### config.mk
export PLATFORM = sky130hd
export DESIGN_NAME = lsu
export DESIGN_NICKNAME = d
export VERILOG_FILES = /design/src/rtl/lsu_pkg.sv /design/src/rtl/lsu_align.sv /design/src/rtl/lsu.sv
export SDC_FILE = /design/constraint.sdc
export NUM_CORES = 1
export LEC_CHECK = 0
export CELL_PAD_IN_SITES_DETAIL_PLACEMENT = 1
export CELL_PAD_IN_SITES_GLOBAL_PLACEMENT = 2
export CORE_MARGIN = 3
export CORE_UTILIZATION = 26
export DETAILED_ROUTE_END_ITERATION = 8
export MAX_ROUTING_LAYER = met4
export PLACE_DENSITY_LB_ADDON = 0.3
export SYNTH_ARGS = -nofsm -noshare
export SYNTH_HDL_FRONTEND = slang
export SYNTH_SLANG_ARGS = --single-unit
### constraint.sdc
create_clock -name clk -period 3.1 [get_ports clk]
set_input_delay 0.62 -clock clk [delete_from_list [all_inputs] [get_ports clk]]
set_output_delay 0.62 -clock clk [all_outputs]
set_load 0.02 [all_outputs]
### src/rtl/lsu_pkg.sv
// Shared encodings for the load/store unit: access sizes, error codes, FSM states.
// Latency: n/a (types and constants only).
// Backpressure: n/a.
package lsu_pkg;

    localparam logic [1:0] SZ_B = 2'b00;
    localparam logic [1:0] SZ_H = 2'b01;
    localparam logic [1:0] SZ_W = 2'b10;

    localparam logic [1:0] ERR_OK       = 2'b00;
    localparam logic [1:0] ERR_MISALIGN = 2'b01;
    localparam logic [1:0] ERR_TIMEOUT  = 2'b10;
    localparam logic [1:0] ERR_SIZE     = 2'b11;

    typedef enum logic [1:0] {
        IDLE = 2'b00,
        BUSY = 2'b01,
        RESP = 2'b10
    } state_t;

endpackage

### src/rtl/lsu_align.sv
// Lane steering: byte enables, replicated store data, extended load data, fault flags.
// Latency: purely combinational, zero cycles.
// Backpressure: none; outputs track inputs.
module lsu_align
    import lsu_pkg::*;
(
    input  logic [1:0]  size,
    input  logic [1:0]  offset,
    input  logic        uns,
    input  logic [31:0] wdata,
    input  logic [31:0] rdata,
    output logic [3:0]  be,
    output logic [31:0] wdata_rep,
    output logic [31:0] rdata_ext,
    output logic        misalign,
    output logic        illegal
);

    logic [7:0]  byte_lane;
    logic [15:0] half_lane;

    assign byte_lane = rdata[{offset, 3'b000} +: 8];
    assign half_lane = offset[1] ? rdata[31:16] : rdata[15:0];

    // Decode size/offset into enables, store replication and load extension.
    always_comb begin
        be        = 4'b0000;
        wdata_rep = '0;
        rdata_ext = '0;
        misalign  = 1'b0;
        illegal   = 1'b0;
        case (size)
            SZ_B: begin
                be        = 4'b0001 << offset;
                wdata_rep = {4{wdata[7:0]}};
                rdata_ext = {{24{~uns & byte_lane[7]}}, byte_lane};
            end
            SZ_H: begin
                be        = offset[1] ? 4'b1100 : 4'b0011;
                wdata_rep = {2{wdata[15:0]}};
                rdata_ext = {{16{~uns & half_lane[15]}}, half_lane};
                misalign  = offset[0];
            end
            SZ_W: begin
                be        = 4'b1111;
                wdata_rep = wdata;
                rdata_ext = rdata;
                misalign  = (offset != 2'b00);
            end
            default: illegal = 1'b1;
        endcase
    end

endmodule

### src/rtl/lsu.sv
// Load/store unit: one byte/half/word access per request over a req/ack memory bus.
// Latency: 1 cycle accept-to-response on faults, >= 2 cycles on bus accesses.
// Backpressure: req_ready only in IDLE; mem_req held until mem_ack or TIMEOUT cycles.
module lsu
    import lsu_pkg::*;
#(
    parameter int unsigned TIMEOUT = 16
) (
    input  logic        clk,
    input  logic        reset,
    input  logic        req_valid,
    output logic        req_ready,
    input  logic        req_we,
    input  logic [1:0]  req_size,
    input  logic        req_unsigned,
    input  logic [31:0] req_addr,
    input  logic [31:0] req_wdata,
    output logic        resp_valid,
    output logic [1:0]  resp_err,
    output logic [31:0] resp_rdata,
    output logic        mem_req,
    output logic        mem_we,
    output logic [31:0] mem_addr,
    output logic [3:0]  mem_be,
    output logic [31:0] mem_wdata,
    input  logic        mem_ack,
    input  logic [31:0] mem_rdata
);

    state_t      state, state_nxt;
    logic [1:0]  size_q, off_q;
    logic        uns_q;
    logic [7:0]  cnt;
    logic        accept;
    logic [1:0]  err_nxt;
    logic [31:0] rdata_nxt;

    logic [1:0]  a_size, a_off;
    logic        a_uns;
    logic [3:0]  a_be;
    logic [31:0] a_wdata, a_rdata;
    logic        a_misalign, a_illegal;

    assign req_ready = (state == IDLE) && reset;
    assign accept    = req_valid && req_ready;
    assign mem_req   = (state == BUSY);

    // One steering block serves both directions: the live request in IDLE
    // (store lanes, fault checks) and the latched request afterwards (load extension).
    assign a_size = (state == IDLE) ? req_size     : size_q;
    assign a_off  = (state == IDLE) ? req_addr[1:0] : off_q;
    assign a_uns  = (state == IDLE) ? req_unsigned : uns_q;

    lsu_align u_align (
        .size      (a_size),
        .offset    (a_off),
        .uns       (a_uns),
        .wdata     (req_wdata),
        .rdata     (mem_rdata),
        .be        (a_be),
        .wdata_rep (a_wdata),
        .rdata_ext (a_rdata),
        .misalign  (a_misalign),
        .illegal   (a_illegal)
    );

    // State register; reset drops any outstanding access without a response.
    always_ff @(posedge clk) begin
        if (!reset) state <= IDLE;
        else        state <= state_nxt;
    end

    // Next state plus the response payload to register on the transition into RESP.
    always_comb begin
        state_nxt = state;
        err_nxt   = ERR_OK;
        rdata_nxt = '0;
        case (state)
            IDLE: begin
                if (accept) begin
                    if (a_illegal) begin
                        err_nxt   = ERR_SIZE;
                        state_nxt = RESP;
                    end else if (a_misalign) begin
                        err_nxt   = ERR_MISALIGN;
                        state_nxt = RESP;
                    end else begin
                        state_nxt = BUSY;
                    end
                end
            end
            BUSY: begin
                // Ack is checked first so it wins over a same-cycle expiry.
                if (mem_ack) begin
                    rdata_nxt = mem_we ? 32'h0 : a_rdata;
                    state_nxt = RESP;
                end else if (cnt == 8'(TIMEOUT - 1)) begin
                    err_nxt   = ERR_TIMEOUT;
                    state_nxt = RESP;
                end
            end
            RESP:    state_nxt = IDLE;
            default: state_nxt = IDLE;
        endcase
    end

    // Request latches, wait counter and registered response outputs.
    always_ff @(posedge clk) begin
        if (!reset) begin
            mem_we     <= 1'b0;
            mem_addr   <= '0;
            mem_be     <= '0;
            mem_wdata  <= '0;
            size_q     <= '0;
            off_q      <= '0;
            uns_q      <= 1'b0;
            cnt        <= '0;
            resp_valid <= 1'b0;
            resp_err   <= ERR_OK;
            resp_rdata <= '0;
        end else begin
            if (accept) begin
                mem_we    <= req_we;
                mem_addr  <= {req_addr[31:2], 2'b00};
                mem_be    <= a_be;
                mem_wdata <= a_wdata;
                size_q    <= req_size;
                off_q     <= req_addr[1:0];
                uns_q     <= req_unsigned;
            end
            cnt        <= (state == BUSY) ? cnt + 8'd1 : 8'd0;
            resp_valid <= (state_nxt == RESP);
            resp_err   <= err_nxt;
            resp_rdata <= rdata_nxt;
        end
    end

endmodule

* After elaboration in Yosys (flattened, before gate mapping)
Index checks and enable logic that the tools add are counted.
** Word-level totals
- Register bits :: 117
- Logic and storage cells :: 55
- Output and inout port bits :: 106
** Operators by class
- $add $sub $neg :: 1
- Mux-type cells :: 21
- Equal/unequal tests :: 5
- Bitwise operators :: 6
- Shift-type cells :: 2
- Reduce and logical (&&, ||, !) cells :: 8
** Operators by type and width (count)
- $pmux 32 s3 :: 2
- $shiftx 32x6->8 :: 1
- $mux 2 :: 11
- $mux 16 :: 1
- $pmux 4 s3 :: 1
- $add 8x1->8 const B :: 1
- $eq 8x4->1 const B :: 1
- $pmux 2 s2 :: 2
- $eq 2x1->1 const B :: 2
- $eq 2x2->1 const B :: 2
- $logic_not 2->1 :: 2
- $mux 4 :: 1
- $not 1->1 :: 4
- $reduce_or 4->1 :: 1
- $shl 1x2->4 const A :: 1
- $reduce_or 3->1 :: 1
- $and 1x1->1 :: 2
- $logic_and 1x1->1 :: 2
- $mux 1 :: 2
- $pmux 1 s2 :: 1
- $reduce_and 2->1 :: 1
- $reduce_bool 2->1 :: 1

* Depth between registers and ports, before layout
- Depth after elaboration :: 9
- Mapped depth :: 8

* Hierarchy
From an unflattened synthesis, not the netlist that was laid out.
** Second synthesis, totals
- Cells, all modules :: 666
- Area total of the unflattened synthesis :: 5337.6 µm²
** Modules (own cells, without submodules)
- lsu :: seq. area each 2342.2 µm², times used 1, cells each 444, area an instance 3941.3 µm²
- lsu_align :: seq. area each 0.0 µm², times used 1, cells each 222, area an instance 1396.3 µm²

* Worst setup path after synthesis
No wires, ideal clock.
- Path type :: input-to-reg
- Start :: input port req_addr[0]
- End :: register resp_rdata[20]
- Setup time :: 133 ps
- Data arrival time :: 1971 ps
- Setup slack :: 996 ps
- Cell stages on the path :: 7
- Cells stage by stage :: or3b_1 and2_1 buf_2 a211oi_4 o22a_4 buf_6 a21oi_1
** Between the ends
- Longest elaborated chain between the ends :: 4
** RTL lines
- start: declaration :: RTL line lsu.sv:16 : input logic [31:0] req_addr,
- $mux 2 :: RTL line lsu.sv:51 : assign a_off = (state == IDLE) ? req_addr[1:0] : off_q;
- $shiftx 32x6->8 :: RTL line lsu_align.sv:22 : assign byte_lane = rdata[{offset, 3'b000} +: 8];
- $and 1x1->1 :: RTL line lsu_align.sv:36 : rdata_ext = {{24{~uns & byte_lane[7]}}, byte_lane};
- $pmux 32 s3 :: RTL line lsu_align.sv:32 : case (size)
- end signal: assignment :: RTL line lsu.sv:134 : resp_rdata <= rdata_nxt;
- end: declaration :: RTL line lsu.sv:20 : output logic [31:0] resp_rdata,
Every way passes these cells.
A chain may end at the register's enable or synchronous reset.

* Final worst setup path
- Start :: register state[0]
- End :: output port req_ready
** Between the ends
- Longest elaborated chain between the ends :: 2
** RTL lines
- start: declaration :: RTL line lsu.sv:30 : state_t state, state_nxt;
- start signal: assignment :: RTL line lsu.sv:70 : else state <= state_nxt;
- $logic_not 2->1 :: RTL line lsu.sv:44 : assign req_ready = (state == IDLE) && reset;
- $logic_and 1x1->1 :: RTL line lsu.sv:44
- end: declaration :: RTL line lsu.sv:12 : output logic req_ready,
Every way passes these cells.

==> metrics.cfg <==
[floorplan]
die_width_um = 144
rows = 49
die_area_um2 = 20600
core_um2 = 18300
start_util_pct = 26.9
dieHeight_um = 144
io_pins = 210

[layout]
layout_common_cells = clkdlybuf4s50_1 (206), dfxtp_1 (117), nand2_1 (94), nand3_1 (40), nor2_1 (39)
antenna_cells = 0
fin_nets = 847
instances_no_fill = 984
areaGrowthSynthToFinish_pct = 58.4
final_cell_area_um2 = 7790
final_common_cell = clkdlybuf4s50_1
drive_gt1_share_pct = 9.27

[worst_setup_path]
end_kind = output pin
worst-setup-path-type = flop to output pin
cp.arrival_ps = 2140
crit_path_start_kind = flop
cp.required_ps = 2480
critPathMaxFanout = 16

[pwr]
leakagePower_nw = 3.07
powerDensity_nw_per_um2 = 605
power_mw = 4.71
worst_ir_drop_vdd_mv = 0.398

[synth]
ys_seq_elements = 117
syn-instance-count = 545
seq_area_frac_synth_pct = 47.6
synth-edff-count = 0
syn_area_um2 = 4920
synth-main-ff-cell = dfxtp_1
synth_compound_area_share_pct = 20.0
synth_top_family_by_area = simple AND/OR/NAND/NOR gates
synth_xor_area_share_pct = 0.891
syn-mean-instance-area_um2 = 9.02
ys_warn_count = 0
ys_types = 57
muxShareOfSynthArea_pct = 5.40
synth_area_leaders = dfxtp_1 (48%), nand2_1 (7.2%), nand3_1 (4.2%)
yosys.area_share.adder_pct = 0.255
synthSimpleGateAreaFrac_pct = 21.2
synth_top_area_share_pct = 47.6
yosys.area.top_type = dfxtp_1
async_flop_share_pct = 0

[global_routing]
met1_usage_pct = 22.0
grt_use_met2_pct = 29.7
grt_pass1_vias = 5195
grt_start_max_net_pins = 53
overflow = 0
busiest_layer = met2
grt_pass1_wl_um = 28400
grtUsageMet3_pct = 5.42
antenna_found_initial = 0
grt_usage_pct = 18.2

[cts]
hold_buffers = 0
cts_tree = done
htree_num_levels = 4
worstSkewPairLatency_ps = 420
cts_resized = 0
cts_sinks = 117
clk_pin_slew_ps = 60
cts_setup_buffers = 0
numCtsBuffers = 17
clockBufferDepth = 2
cts_root_buffer = clkbuf_16

[placement]
hpwl_um = 13800
post-place-cells = 952
io_buffer_count = 207
place_area_um2 = 7180
place_ws_ps = 110
routabilityCongestion = 0.802

[route]
drcViolationCount = 0
ant_nets = 0
wl_per_cell_um = 18.9
dr.pass1.iters = 4
viasPerCell = 5.01
vias = 4933
drt_wl_total_um = 18600
dr.first_iter.drc_count = 174

[worst_hold_path]
hp-class = flop to flop

[timing]
drv_slew = 0
fin_ws_ps = 341
rsz0062_at_grt = false
hold_viol = 0
finClkSkew_ps = 6.92
fmax_mhz = 362
fin_crit_ps = 2760
fin_crit_sh_pct = 89.0
setup_viol = 0
max_slew_margin_pct = 45.0
fin_tns_setup_ps = 0
worst_pin_slew_ps = 824

[flow_run]
drv_cap = 0

[outcome]
status = complete, no violations

-- through the flow --
step | hold slack (ps) | utilization, %
finish | 458 | 42.6
global route | 477 | 42.6
CTS | 458 | 42.6
detailed placement | 442 | 39.3
global placement | 421 | 39.3
floorplan | 413 | -
-- where the power goes --
group | total [mW] | internal (mW) | switching [mW]
logic | 0.984 | 0.453 | 0.531
clock network | 2.04 | 1.30 | 0.738
registers | 1.68 | 1.61 | 0.0690
-- layer usage --
| layer | vias to the layer above | share of wire (%) |
|---|---|---|
| met1 | 2401 | 44 |
| met2 | 160 | 48 |
| met3 | 16 | 7.1 |
| li1 | 2356 | - |
| met4 | 0 | 1.1 |
| met5 | - | 0 |
-- critical path: stages (launching register included) --
cell and delay (ps):
dfxtp_1 450, nor2_1 440, and2_1 200, clkdlybuf4s50_1 630
-- registers in the layout, indices dropped and copies added, names as in the netlist, 2 cells and up --
register,flops
mem_be,4
mem_addr,30
state,2
resp_err,2
size_q,2
off_q,2
mem_wdata,32
resp_rdata,32
cnt,8
-- cell type report --
class	count	area, um2
clock buffer	20	457
clock inverter	12	154
fill	2084	10500
inverter	2	7.51
multi-input combinational	384	2360
sequential	117	2340
tap	229	287
timing repair buffer	220	2180
-- path summary, 6_finish.rpt --
path / from / endpoint / slack (ps) / cells past startpoint
setup / recovery: state[0] / req_ready / 340 / 3
hold / removal: mem_addr[6] / mem_addr[6] / 460 / 2
setup reg to reg: state[0] / mem_wdata[29] / 670 / 5
hold reg to reg: mem_addr[6] / mem_addr[6] / 460 / 2
-- synthesized netlist by cell type (5+ instances only) --
cell / instances
dfxtp_1: 117
buf_2: 7
o22ai_1: 9
a221oi_1: 16
nor2_1: 39
mux2_2: 8
buf_6: 5
mux2i_1: 16
buf_1: 5
clkbuf_1: 23
nor2b_1: 15
o21ai_0: 19
nand2_1: 94
a21oi_1: 32
a221oi_2: 8
nand3_1: 41
and3_1: 5
a22oi_1: 8
a221o_1: 16
-- cell families (layout without fill, tap and decap cells) --
group,count (synthesis),count (layout)
AO/OA/AOI/OAI,129,129
XOR/XNOR,5,5
adder cells (fa/ha/maj),1,1
buffers and inverters,45,254
flip-flops,117,117
multiplexers,25,25
other,1,2
AND/OR/NAND/NOR,222,222
Power figures use the tool's default switching activity.
